## src/rtl/idct_block_arbiter.sv

```systemverilog
// -----------------------------------------------------------------------------
// idct_block_arbiter
//
// Shares one row/column IDCT core between N_CH AXI-stream coefficient sources.
// Grants are round-robin and cover one whole 8x8 block (8 row beats). A block
// is never preempted. Every grant pushes its channel ID into an in-order tag
// FIFO. The core's output stream passes through to a shared master stream
// that carries the originating channel on m_tdest.
//
// Ports:
//   clock, reset_n       single rising-edge clock, async active-low reset
//   s_tdata/s_tvalid/    per-channel input rows (channel i at slice
//   s_tready             [i*8*WIN +: 8*WIN])
//   core_in_*            row stream into the IDCT core
//   core_out_*           row stream out of the IDCT core
//   m_tdata/m_tvalid/    shared output stream; m_tdest = source channel,
//   m_tready/m_tdest/    m_tlast = 8th row of each block
//   m_tlast
//   busy                 grant in progress or blocks still inside the core
//   err_orphan           sticky: core produced data with no tag outstanding
//
// TAG_DEPTH must be a power of two, >= 2.
// -----------------------------------------------------------------------------
module idct_block_arbiter #(
   parameter int N_CH      = 4,
   parameter int WIN       = 12,
   parameter int WOUT      = 9,
   parameter int TAG_DEPTH = 2
) (
   input  logic                          clock,
   input  logic                          reset_n,
   input  logic [N_CH*8*WIN-1:0]         s_tdata,
   input  logic [N_CH-1:0]               s_tvalid,
   output logic [N_CH-1:0]               s_tready,
   output logic [8*WIN-1:0]              core_in_tdata,
   output logic                          core_in_tvalid,
   input  logic                          core_in_tready,
   input  logic [8*WOUT-1:0]             core_out_tdata,
   input  logic                          core_out_tvalid,
   output logic                          core_out_tready,
   output logic [8*WOUT-1:0]             m_tdata,
   output logic                          m_tvalid,
   input  logic                          m_tready,
   output logic [$clog2(N_CH)-1:0]       m_tdest,
   output logic                          m_tlast,
   output logic                          busy,
   output logic                          err_orphan
);

   localparam int CH_W = $clog2(N_CH);
   localparam int AW   = $clog2(TAG_DEPTH);

   typedef enum logic [0:0] {
      ST_ARB  = 1'b0,
      ST_XFER = 1'b1
   } state_t;

   state_t             r_state;
   logic [CH_W-1:0]    r_grant;
   logic [CH_W-1:0]    r_last_grant;
   logic [2:0]         r_in_cnt;
   logic [2:0]         r_out_cnt;
   logic [AW:0]        r_wr_ptr;
   logic [AW:0]        r_rd_ptr;
   logic [CH_W-1:0]    r_tag_mem [TAG_DEPTH];
   logic               r_err_orphan;

   logic               w_empty;
   logic               w_full;
   logic               w_found;
   logic [CH_W-1:0]    w_pick;
   logic [CH_W-1:0]    w_idx;
   logic               w_arb_go;
   logic               w_in_fire;
   logic               w_out_fire;
   logic               w_pop;

   // Pointers carry one extra wrap bit: equal pointers mean empty, equal
   // index with differing wrap bit means full.
   assign w_empty = (r_wr_ptr == r_rd_ptr);
   assign w_full  = (r_wr_ptr[AW] != r_rd_ptr[AW]) &&
                    (r_wr_ptr[AW-1:0] == r_rd_ptr[AW-1:0]);

   // Round-robin search starting one past the last completed grant.
   // NOTE: every signal written in an always_comb gets a default at the top,
   // so no path leaves it unassigned and no latch is inferred.
   always_comb begin
      w_found = 1'b0;
      w_pick  = '0;
      w_idx   = '0;
      for (int k = 1; k <= N_CH; k++) begin
         w_idx = CH_W'((int'(r_last_grant) + k) % N_CH);
         if (!w_found && s_tvalid[w_idx]) begin
            w_found = 1'b1;
            w_pick  = w_idx;
         end
      end
   end

   assign w_arb_go = (r_state == ST_ARB) && w_found && !w_full;

   // Input mux: only the granted channel sees the core's ready.
   always_comb begin
      s_tready       = '0;
      core_in_tdata  = '0;
      core_in_tvalid = 1'b0;
      if (r_state == ST_XFER) begin
         core_in_tdata     = s_tdata[int'(r_grant)*8*WIN +: 8*WIN];
         core_in_tvalid    = s_tvalid[r_grant];
         s_tready[r_grant] = core_in_tready;
      end
   end

   assign w_in_fire = core_in_tvalid & core_in_tready;

   // Output pass-through, blocked whenever no tag is outstanding so that
   // untagged core data can never reach the shared stream.
   assign m_tdata         = core_out_tdata;
   assign m_tvalid        = core_out_tvalid & ~w_empty;
   assign core_out_tready = m_tready & ~w_empty;
   assign m_tdest         = w_empty ? '0 : r_tag_mem[r_rd_ptr[AW-1:0]];
   assign m_tlast         = m_tvalid & (r_out_cnt == 3'd7);
   assign busy            = (r_state == ST_XFER) | ~w_empty;
   assign err_orphan      = r_err_orphan;

   assign w_out_fire = m_tvalid & m_tready;
   assign w_pop      = w_out_fire & (r_out_cnt == 3'd7);

   // NOTE: sequential state is written with non-blocking assignments only, so
   // every register samples the pre-edge value of every other register.
   always_ff @(posedge clock or negedge reset_n) begin
      if (!reset_n) begin
         r_state      <= ST_ARB;
         r_grant      <= '0;
         r_last_grant <= CH_W'(N_CH - 1);
         r_in_cnt     <= '0;
         r_out_cnt    <= '0;
         r_wr_ptr     <= '0;
         r_rd_ptr     <= '0;
         r_err_orphan <= 1'b0;
      end else begin
         case (r_state)
            ST_ARB: begin
               if (w_arb_go) begin
                  r_grant  <= w_pick;
                  r_in_cnt <= '0;
                  r_state  <= ST_XFER;
               end
            end
            ST_XFER: begin
               if (w_in_fire) begin
                  r_in_cnt <= r_in_cnt + 3'd1;
                  if (r_in_cnt == 3'd7) begin
                     r_last_grant <= r_grant;
                     r_state      <= ST_ARB;
                  end
               end
            end
            default: r_state <= ST_ARB;
         endcase

         if (w_arb_go)
            r_wr_ptr <= r_wr_ptr + (AW+1)'(1);
         if (w_pop)
            r_rd_ptr <= r_rd_ptr + (AW+1)'(1);
         // 3-bit counter wraps to 0 on the 8th beat by itself.
         if (w_out_fire)
            r_out_cnt <= r_out_cnt + 3'd1;
         if (core_out_tvalid && w_empty)
            r_err_orphan <= 1'b1;
      end
   end

   // NOTE: tag storage has no reset; an entry is only read after it has been
   // written, and m_tdest is forced to 0 while the FIFO is empty.
   always_ff @(posedge clock) begin
      if (w_arb_go)
         r_tag_mem[r_wr_ptr[AW-1:0]] <= w_pick;
   end

endmodule

```

## config.mk

```make
export PLATFORM = sky130hd
export DESIGN_NAME = idct_block_arbiter
export DESIGN_NICKNAME = d
export VERILOG_FILES = /design/src/rtl/idct_block_arbiter.sv
export SDC_FILE = /design/constraint.sdc
export NUM_CORES = 1
export LEC_CHECK = 0
export BUFFER_PORTS_ARGS = -buffer_cell sky130_fd_sc_hd__clkbuf_2
export CAP_MARGIN = 40
export CORE_AREA = 2 2 251 253
export DETAILED_ROUTE_END_ITERATION = 6
export DIE_AREA = 0 0 253 255
export PLACE_DENSITY = 0.36
export SETUP_SLACK_MARGIN = 0.3
export SLEW_MARGIN = 25
export SYNTH_ARGS = -nofsm -noshare
export SYNTH_HDL_FRONTEND = slang
export SYNTH_SLANG_ARGS = --single-unit
```

## constraint.sdc

```tcl
create_clock -name clock -period 1.8 [get_ports clock]
set_input_delay 0.36 -clock clock [delete_from_list [all_inputs] [get_ports clock]]
set_output_delay 0.36 -clock clock [all_outputs]
set_load 0.01 [all_outputs]
```

==> results of run 1 <==
## worst max-delay path, stage by stage, from the launching register on
cell and delay [ns]:
sky130_fd_sc_hd__dfrtp_4 0.49, sky130_fd_sc_hd__buf_12 0.18, sky130_fd_sc_hd__buf_4 0.17, sky130_fd_sc_hd__mux4_2 0.51, sky130_fd_sc_hd__and2_1 0.20, sky130_fd_sc_hd__clkbuf_2 0.13
## power by group through the flow
stage               clock network [mW]  registers, mW  logic (mW)
detailed placement                   0          0.875        9.35
floorplan                            0          0.769        5.82
CTS                              0.472          0.912        11.0
global placement                     0          0.870        9.37
finish                           0.457          0.921        11.8
global route                     0.487          0.946        12.6
## cell families (layout without fill, tap and decap cells)
kind of cell | Yosys count | count (layout)
adders and majority gates | 4 | 4
AOI/OAI and AO/OA | 12 | 12
and+or+nand+nor | 124 | 124
muxes | 109 | 109
other | 0 | 1
buffers and inverters | 109 | 578
xor gates and xnor gates | 8 | 8
DFF | 20 | 20
## registers in the layout, summed over array words and instances (netlist names)
register,count
r_tag_mem,4
r_in_cnt,3
r_out_cnt,3
r_grant,2
r_last_grant,2
r_rd_ptr,2
r_wr_ptr,2
err_orphan,1
r_state,1
## layout by cell type (no fill, tap or decap), types with 11 or more instances in the layout
cell type / n
sky130_fd_sc_hd__clkbuf_2: 462
sky130_fd_sc_hd__buf_4: 31
sky130_fd_sc_hd__mux4_2: 97
sky130_fd_sc_hd__buf_12: 14
sky130_fd_sc_hd__buf_6: 41
sky130_fd_sc_hd__buf_8: 11
sky130_fd_sc_hd__and2_1: 54
sky130_fd_sc_hd__and2_4: 46
## final timing paths
kind                                          endpoint                   start  slack [ns]
max                                  core_in_tdata[50]  r_grant[0]$_DFFE_PN0P_       -0.50
min                            r_in_cnt[2]$_DFFE_PN0P_                 reset_n        0.04
max reg2reg                r_last_grant[1]$_DFFE_PN1P_  r_grant[1]$_DFFE_PN0P_       -0.12
min reg2reg                     err_orphan$_DFFE_PN0P_  err_orphan$_DFFE_PN0P_        0.46
max in group asynchronous       r_grant[1]$_DFFE_PN0P_                 reset_n        1.41
min in group clock              err_orphan$_DFFE_PN0P_         core_out_tvalid        0.34
## timing repair
item / in CTS / in global routing
gates resized for setup: 81 / 98
gates cloned: 6 / 0
buffers inserted: 17 / 5
endpoints found under the setup margin: 118 / 123
pin swaps: 27 / 9
## layout make-up
class                           count  area (um^2)  area share [%]
Timing Repair Buffer              572         3657           41.24
Multi-Input combinational cell    257         3582           40.40
Tap cell                          799        999.7           11.27
Sequential cell                    20        539.3           6.082
Clock buffer                        3        75.07          0.8466
Inverter                            2        7.507         0.08466
Clock inverter                      1        3.754         0.04233
Antenna cell                        1        2.502         0.02822
## metal layers
metal	share of wire (%)	global-route usage, %
met2	52	15.15
met3	7.9	1.576
met4	4.3	3.195
met5	0	0
met1	36	8.358
==> run_summary.xml, run 1 <==
<?xml version="1.0" encoding="UTF-8"?>
<metrics>
  <group name="logic_synthesis">
    <metric name="synth.yosys.seq_area_share" unit="%">11.47</metric>
    <metric name="post_synth_xor_area_fraction" unit="%">1.701</metric>
    <metric name="number_of_flops_mapped_to_enable_cells_by_yosys" unit="">4</metric>
    <metric name="synthDominantAreaCellType" unit="">sky130_fd_sc_hd__mux4_2</metric>
    <metric name="simple_gate_area_share_of_the_yosys_netlist" unit="%">16.65</metric>
    <metric name="yosys-top-cells-area" unit="">sky130_fd_sc_hd__mux4_2 (48%), sky130_fd_sc_hd__and2_1 (13%), sky130_fd_sc_hd__buf_4 (12%)</metric>
    <metric name="synth_mux_area_share" unit="%">50.81</metric>
    <metric name="synth_fp_nets" unit="">855</metric>
    <metric name="syn-cell-area" unit="um^2">4561</metric>
    <metric name="synth_ff_type" unit="">sky130_fd_sc_hd__dfrtp_1</metric>
    <metric name="postSynth.asyncResetShare" unit="%">80.00</metric>
    <metric name="ys_top_cells_by_count" unit="">sky130_fd_sc_hd__and2_1 (98), sky130_fd_sc_hd__mux4_2 (97), sky130_fd_sc_hd__buf_4 (72)</metric>
    <metric name="synth_most_common_cell" unit="">sky130_fd_sc_hd__and2_1</metric>
    <metric name="synth.yosys.warnings" unit="">0</metric>
    <metric name="synth_top_area_share" unit="%">47.90</metric>
    <metric name="synth_cell_type_count" unit="">37</metric>
    <metric name="syn_inst" unit="">386</metric>
    <metric name="synth_top_family_by_area" unit="">multiplexers</metric>
    <metric name="yosys_register_bits" unit="">20</metric>
    <metric name="synth_compound_gate_area_share" unit="%">2.497</metric>
    <metric name="syn_avg_cell_area" unit="um^2">11.82</metric>
    <metric name="synth_fa_ha_area_share" unit="%">1.097</metric>
  </group>
  <group name="die">
    <metric name="dieHeight" unit="um">255</metric>
    <metric name="placeableCoreArea" unit="um^2">62160</metric>
    <metric name="floorplan.die.width" unit="um">253</metric>
    <metric name="area_enclosed_by_the_die_boundary" unit="um^2">64520</metric>
    <metric name="placement_rows" unit="">92</metric>
    <metric name="floorplan.io_pins" unit="">645</metric>
    <metric name="initial_core_utilization" unit="%">7.337</metric>
  </group>
  <group name="detailed_routing">
    <metric name="vias" unit="">5380</metric>
    <metric name="post_drt_via_cell_ratio" unit="">3.251</metric>
    <metric name="route.detailed.wl_per_inst" unit="um">17.26</metric>
    <metric name="route.final.wire_length" unit="mm">28.57</metric>
    <metric name="drt_iter0_drc" unit="">235</metric>
    <metric name="detailedRoute.firstPassIterationCount" unit="">4</metric>
    <metric name="drt_drc_violations_left" unit="">0</metric>
    <metric name="antenna_left" unit="">0</metric>
  </group>
  <group name="worst_setup_path">
    <metric name="worst-path-max-fanout" unit="">8</metric>
    <metric name="timing.critical_path.to_type" unit="">primary output</metric>
    <metric name="required" unit="ns">1.44</metric>
    <metric name="reg2reg_depth" unit="">6</metric>
    <metric name="worstSetupStartpointType" unit="">flop</metric>
    <metric name="timing.setup.critical_path_class" unit="">flop to primary output</metric>
    <metric name="critical_path_arrival" unit="ns">1.94</metric>
  </group>
  <group name="finish">
    <metric name="finalNonFillerCells" unit="">1655</metric>
    <metric name="area_delta_synth_final" unit="%">94.43</metric>
    <metric name="drive_above_1_share" unit="%">88.07</metric>
    <metric name="postLayoutCoreUtil" unit="%">14.27</metric>
    <metric name="filler_cell_count" unit="">7078</metric>
    <metric name="finalInstanceArea" unit="um^2">8867</metric>
    <metric name="nets" unit="">1325</metric>
  </group>
  <group name="timing">
    <metric name="setup-tns-final" unit="ns">-42.68</metric>
    <metric name="min_period_over_period" unit="%">127.7</metric>
    <metric name="rsz_0062_raised_after_global_routing" unit="">true</metric>
    <metric name="final_hold_viol_count" unit="">0</metric>
    <metric name="holdWs" unit="ns">0.04145</metric>
    <metric name="slew-limit-headroom" unit="%">70.37</metric>
    <metric name="setup_viol" unit="">104</metric>
    <metric name="worst_clock_skew" unit="ns">0.003794</metric>
    <metric name="max_slew.worst_pin.slew" unit="ns">0.4444</metric>
    <metric name="post-route-min-period" unit="ns">2.299</metric>
    <metric name="finalMaxSlewViolations" unit="">0</metric>
    <metric name="achievable-frequency" unit="GHz">0.4351</metric>
    <metric name="finalWorstSetupSlack" unit="ns">-0.4985</metric>
  </group>
  <group name="grt">
    <metric name="grt_use_total" unit="%">7.883</metric>
    <metric name="largest_net_degree_at_the_start_of_global_routing" unit="">54</metric>
    <metric name="grt_pass1_vias" unit="">5558</metric>
    <metric name="grt_antenna_before_repair" unit="">3</metric>
    <metric name="global_route.overflow_total" unit="">0</metric>
    <metric name="grt_first_pass_wirelength" unit="mm">36.38</metric>
  </group>
  <group name="clock_tree">
    <metric name="clk_path_buf_depth" unit="">2</metric>
    <metric name="cts_sinks" unit="">20</metric>
    <metric name="post_cts_hold_buffer_count" unit="">0</metric>
    <metric name="clock_tree_from_tritoncts" unit="">done</metric>
    <metric name="clkTransAtPathRegs" unit="ns">0.06</metric>
    <metric name="clk-insertion-delay-late" unit="ns">0.25</metric>
    <metric name="clock_tree.htree_level_count" unit="">1</metric>
    <metric name="clock_tree.root_cell" unit="">sky130_fd_sc_hd__clkbuf_16</metric>
    <metric name="cts_inserted_buffers" unit="">3</metric>
  </group>
  <group name="power_and_ir_drop">
    <metric name="p_leak" unit="nW">4.153</metric>
    <metric name="cellInternalPower" unit="mW">7.910</metric>
    <metric name="netsw" unit="mW">5.265</metric>
    <metric name="vdd_ir_drop_max" unit="mV">0.6416</metric>
    <metric name="power.sequential.fraction" unit="%">7.0</metric>
    <metric name="p_clk_share" unit="%">3.5</metric>
    <metric name="combPwrFrac" unit="%">89.5</metric>
    <metric name="p_per_area" unit="nW/um^2">1486</metric>
    <metric name="report.power.total" unit="mW">13.18</metric>
    <metric name="switching_share" unit="%">39.96</metric>
  </group>
  <group name="flow_run">
    <metric name="timing.max_cap.violations" unit="">0</metric>
  </group>
  <group name="placement">
    <metric name="placement.setup.worst_slack" unit="ns">-0.3191</metric>
    <metric name="gp_congestion" unit="">0.8360</metric>
    <metric name="place_hpwl" unit="mm">24.08</metric>
    <metric name="placed_instances" unit="">1622</metric>
    <metric name="postPlaceCellArea" unit="um^2">7860</metric>
    <metric name="place.port_buffers" unit="">500</metric>
  </group>
  <group name="outcome">
    <metric name="violated_checks" unit="">negative setup slack</metric>
    <metric name="run_status" unit="">complete, but fails checks</metric>
  </group>
  <group name="min_path">
    <metric name="holdCritPathClass" unit="">primary input to asynchronous set/reset pin</metric>
  </group>
</metrics>
Power figures use the tool's default switching activity.
==> run 2: changes to the inputs <==
--- a/config.mk
+++ b/config.mk
@@ -5,12 +5,14 @@
 export SDC_FILE = /design/constraint.sdc
 export NUM_CORES = 1
 export LEC_CHECK = 0
+export ABC_AREA = 0
 export BUFFER_PORTS_ARGS = -buffer_cell sky130_fd_sc_hd__clkbuf_2
 export CAP_MARGIN = 40
 export CORE_AREA = 2 2 251 253
 export DETAILED_ROUTE_END_ITERATION = 6
 export DIE_AREA = 0 0 253 255
 export PLACE_DENSITY = 0.36
+export REMOVE_ABC_BUFFERS = 1
 export SETUP_SLACK_MARGIN = 0.3
 export SLEW_MARGIN = 25
 export SYNTH_ARGS = -nofsm -noshare
==> run 2 against run 1 <==
Net effect: the run still ends with negative setup slack left; die area stayed put; clock power rose by 35%; flip-flop and latch count did not move; hold slack improved by 0.0028 ns; first-iteration DRC count increased by 31%; non-clock buffer count down 12; global-route usage rose by 3.0 points; cell area down 4.8%; via count grew 2.5%; clock skew is essentially flat; critical path type unchanged.
==> run_summary.xml, run 2 (synthesis results as in run 1) <==
<?xml version="1.0" encoding="UTF-8"?>
<metrics>
  <group name="outcome">
    <metric name="run_status" unit="">complete, but fails checks</metric>
    <metric name="violated_checks" unit="">negative setup slack</metric>
  </group>
  <group name="placement">
    <metric name="place_hpwl" unit="mm">34.06</metric>
    <metric name="placed_instances" unit="">1621</metric>
    <metric name="place.port_buffers" unit="">500</metric>
    <metric name="gp_congestion" unit="">0.8082</metric>
  </group>
  <group name="timing">
    <metric name="min_period_over_period" unit="%">127.1</metric>
    <metric name="achievable-frequency" unit="GHz">0.4370</metric>
    <metric name="worst_clock_skew" unit="ns">0.004189</metric>
    <metric name="final_hold_viol_count" unit="">0</metric>
    <metric name="finalMaxSlewViolations" unit="">0</metric>
    <metric name="setup_viol" unit="">103</metric>
    <metric name="slew-limit-headroom" unit="%">69.28</metric>
    <metric name="post-route-min-period" unit="ns">2.289</metric>
    <metric name="max_slew.worst_pin.slew" unit="ns">0.4608</metric>
    <metric name="finalWorstSetupSlack" unit="ns">-0.4886</metric>
    <metric name="rsz_0062_raised_after_global_routing" unit="">true</metric>
  </group>
  <group name="worst_setup_path">
    <metric name="worstSetupStartpointType" unit="">flop</metric>
    <metric name="worstPathBufferInverterCount" unit="">3</metric>
    <metric name="critical_path_arrival" unit="ns">1.93</metric>
    <metric name="worst-path-max-fanout" unit="">16</metric>
    <metric name="required" unit="ns">1.44</metric>
    <metric name="rr_startpoint" unit="">r_grant[0]$_DFFE_PN0P_</metric>
    <metric name="crit_start" unit="">r_grant[0]$_DFFE_PN0P_</metric>
    <metric name="cp_slowest_cell" unit="">sky130_fd_sc_hd__mux4_2</metric>
    <metric name="slowest_delay" unit="ns">0.55</metric>
    <metric name="crit_path_cell_trace" unit="">buf_12 &gt; buf_6 &gt; mux4_2 &gt; and2_1 &gt; clkbuf_2</metric>
    <metric name="timing.setup.critical_path_class" unit="">flop to primary output</metric>
    <metric name="timing.critical_path.to_type" unit="">primary output</metric>
    <metric name="cp_top_family" unit="">multiplexers</metric>
  </group>
  <group name="power_and_ir_drop">
    <metric name="vdd_ir_drop_max" unit="mV">0.6128</metric>
    <metric name="p_per_area" unit="nW/um^2">1424</metric>
    <metric name="report.power.total" unit="mW">12.02</metric>
    <metric name="p_leak" unit="nW">3.956</metric>
  </group>
  <group name="detailed_routing">
    <metric name="route.detailed.wl_per_inst" unit="um">22.88</metric>
    <metric name="vias" unit="">5513</metric>
    <metric name="drt_iter0_drc" unit="">308</metric>
    <metric name="post_drt_via_cell_ratio" unit="">3.345</metric>
    <metric name="detailedRoute.firstPassIterationCount" unit="">4</metric>
    <metric name="route.final.wire_length" unit="mm">37.70</metric>
    <metric name="drt_drc_violations_left" unit="">0</metric>
    <metric name="antenna_left" unit="">0</metric>
  </group>
  <group name="clock_tree">
    <metric name="clock_tree.htree_level_count" unit="">1</metric>
    <metric name="post_cts_hold_buffer_count" unit="">0</metric>
    <metric name="cts_sinks" unit="">20</metric>
    <metric name="clk_path_buf_depth" unit="">2</metric>
    <metric name="clkTransAtPathRegs" unit="ns">0.06</metric>
    <metric name="clock_tree.root_cell" unit="">sky130_fd_sc_hd__clkbuf_16</metric>
    <metric name="clock_tree_from_tritoncts" unit="">done</metric>
    <metric name="cts_inserted_buffers" unit="">3</metric>
    <metric name="clk-insertion-delay-late" unit="ns">0.25</metric>
  </group>
  <group name="grt">
    <metric name="global_route.overflow_total" unit="">0</metric>
    <metric name="largest_net_degree_at_the_start_of_global_routing" unit="">55</metric>
    <metric name="grt_pass1_vias" unit="">5762</metric>
    <metric name="grt_first_pass_wirelength" unit="mm">47.80</metric>
    <metric name="grt_use_total" unit="%">10.85</metric>
    <metric name="grt_antenna_before_repair" unit="">25</metric>
  </group>
  <group name="finish">
    <metric name="final_common_cell" unit="">sky130_fd_sc_hd__clkbuf_2</metric>
    <metric name="drive_above_1_share" unit="%">86.60</metric>
    <metric name="nets" unit="">1313</metric>
    <metric name="largest_reg_flops" unit="">4</metric>
    <metric name="filler_cell_count" unit="">7145</metric>
    <metric name="area_delta_synth_final" unit="%">85.05</metric>
    <metric name="final_cell_mix" unit="">sky130_fd_sc_hd__clkbuf_2 (487), sky130_fd_sc_hd__mux4_2 (97), sky130_fd_sc_hd__and2_1 (67)</metric>
    <metric name="finalNonFillerCells" unit="">1648</metric>
  </group>
  <group name="flow_run">
    <metric name="timing.max_cap.violations" unit="">0</metric>
  </group>
  <group name="die">
    <metric name="initial_core_utilization" unit="%">7.337</metric>
    <metric name="area_enclosed_by_the_die_boundary" unit="um^2">64520</metric>
    <metric name="floorplan.die.width" unit="um">253</metric>
    <metric name="dieHeight" unit="um">255</metric>
    <metric name="placement_rows" unit="">92</metric>
    <metric name="placeableCoreArea" unit="um^2">62160</metric>
    <metric name="floorplan.io_pins" unit="">645</metric>
  </group>
  <group name="min_path">
    <metric name="holdCritPathClass" unit="">primary input to asynchronous set/reset pin</metric>
  </group>
</metrics>
run 2: cell count changes in the layout (fill, tap and decap cells not counted), moves of 2 or more:
cell                       previous run  this run
sky130_fd_sc_hd__buf_6               41        13
sky130_fd_sc_hd__clkbuf_2           462       487
sky130_fd_sc_hd__and2_1              54        67
sky130_fd_sc_hd__and2_4              46        33
sky130_fd_sc_hd__buf_8               11         3
sky130_fd_sc_hd__buf_4               31        38
sky130_fd_sc_hd__buf_16               5         0
sky130_fd_sc_hd__diode_2              1         6
sky130_fd_sc_hd__nor2_1               7         5
sky130_fd_sc_hd__xnor2_1              3         1
sky130_fd_sc_hd__xnor2_2              0         2
run 2: cell type report:
type                       instances  area [um^2]  share of cell area (%)
sequential                        20        539.3                   6.390
inverter                           2        7.507                 0.08895
timing repair buffer             560         3204                   37.97
clock inverter                     1        30.03                  0.3558
multi-input combinational        257         3568                   42.28
clock buffer                       3        75.07                  0.8895
tap                              799        999.7                   11.85
antenna                            6        15.01                  0.1779
run 2: metrics by stage:
step           TNS (ns)  hold WS, ns  utilization (%)  instance area [um^2]  setup slack [ns]
2_1_floorplan   -347.51      0.06441                -                  3849            -3.291
3_3_place_gp     -16.58       0.3446            12.62                  7848           -0.2841
3_5_place_dp     -17.78       0.3412            12.62                  7848           -0.2928
4_1_cts          -44.31      0.06738            13.28                  8253           -0.5276
5_1_grt          -48.27      0.07994            13.56                  8429           -0.5505
6_report         -40.47      0.04424            13.58                  8439           -0.4886
run 2: final timing paths:
path / endpoint / slack, ns / cells past startpoint
max in group asynchronous: r_grant[0]$_DFFE_PN0P_ / 1.40 / 1
min in group clock: err_orphan$_DFFE_PN0P_ / 0.35 / 2
worst max register to register: r_in_cnt[0]$_DFFE_PN0P_ / -0.05 / 7
worst min-delay path: r_in_cnt[1]$_DFFE_PN0P_ / 0.04 / 1
worst min register to register: err_orphan$_DFFE_PN0P_ / 0.47 / 1
worst max-delay path: core_in_tdata[38] / -0.49 / 5
run 2: layer usage:
metal  part of all wire (%)  vias up  GRT usage, %  wire length (um)
met5                    1.1        -         3.158               414
met3                     17       42         8.512              6561
met4                   0.82       28        0.6932               308
met1                     39     2631         12.29             14690
li1                       -     2308             -                 -
met2                     42      504         16.35             15720
run 2: timing repair:
| item | CTS | global route |
|---|---|---|
| cloned | 0 | 0 |
| buffers inserted | 11 | 6 |
| pin swaps | 10 | 12 |
| resized for setup | 64 | 39 |
| setup endpoints to repair | 127 | 126 |
run 2: power breakdown:
part / switching, mW / internal [mW] / leakage, nW / total (mW)
clock network: 0.176 / 0.441 / 0.0511 / 0.617
logic: 4.68 / 5.85 / 3.69 / 10.5
registers: 0.195 / 0.670 / 0.213 / 0.866
total: 5.06 / 6.96 / 3.96 / 12.0
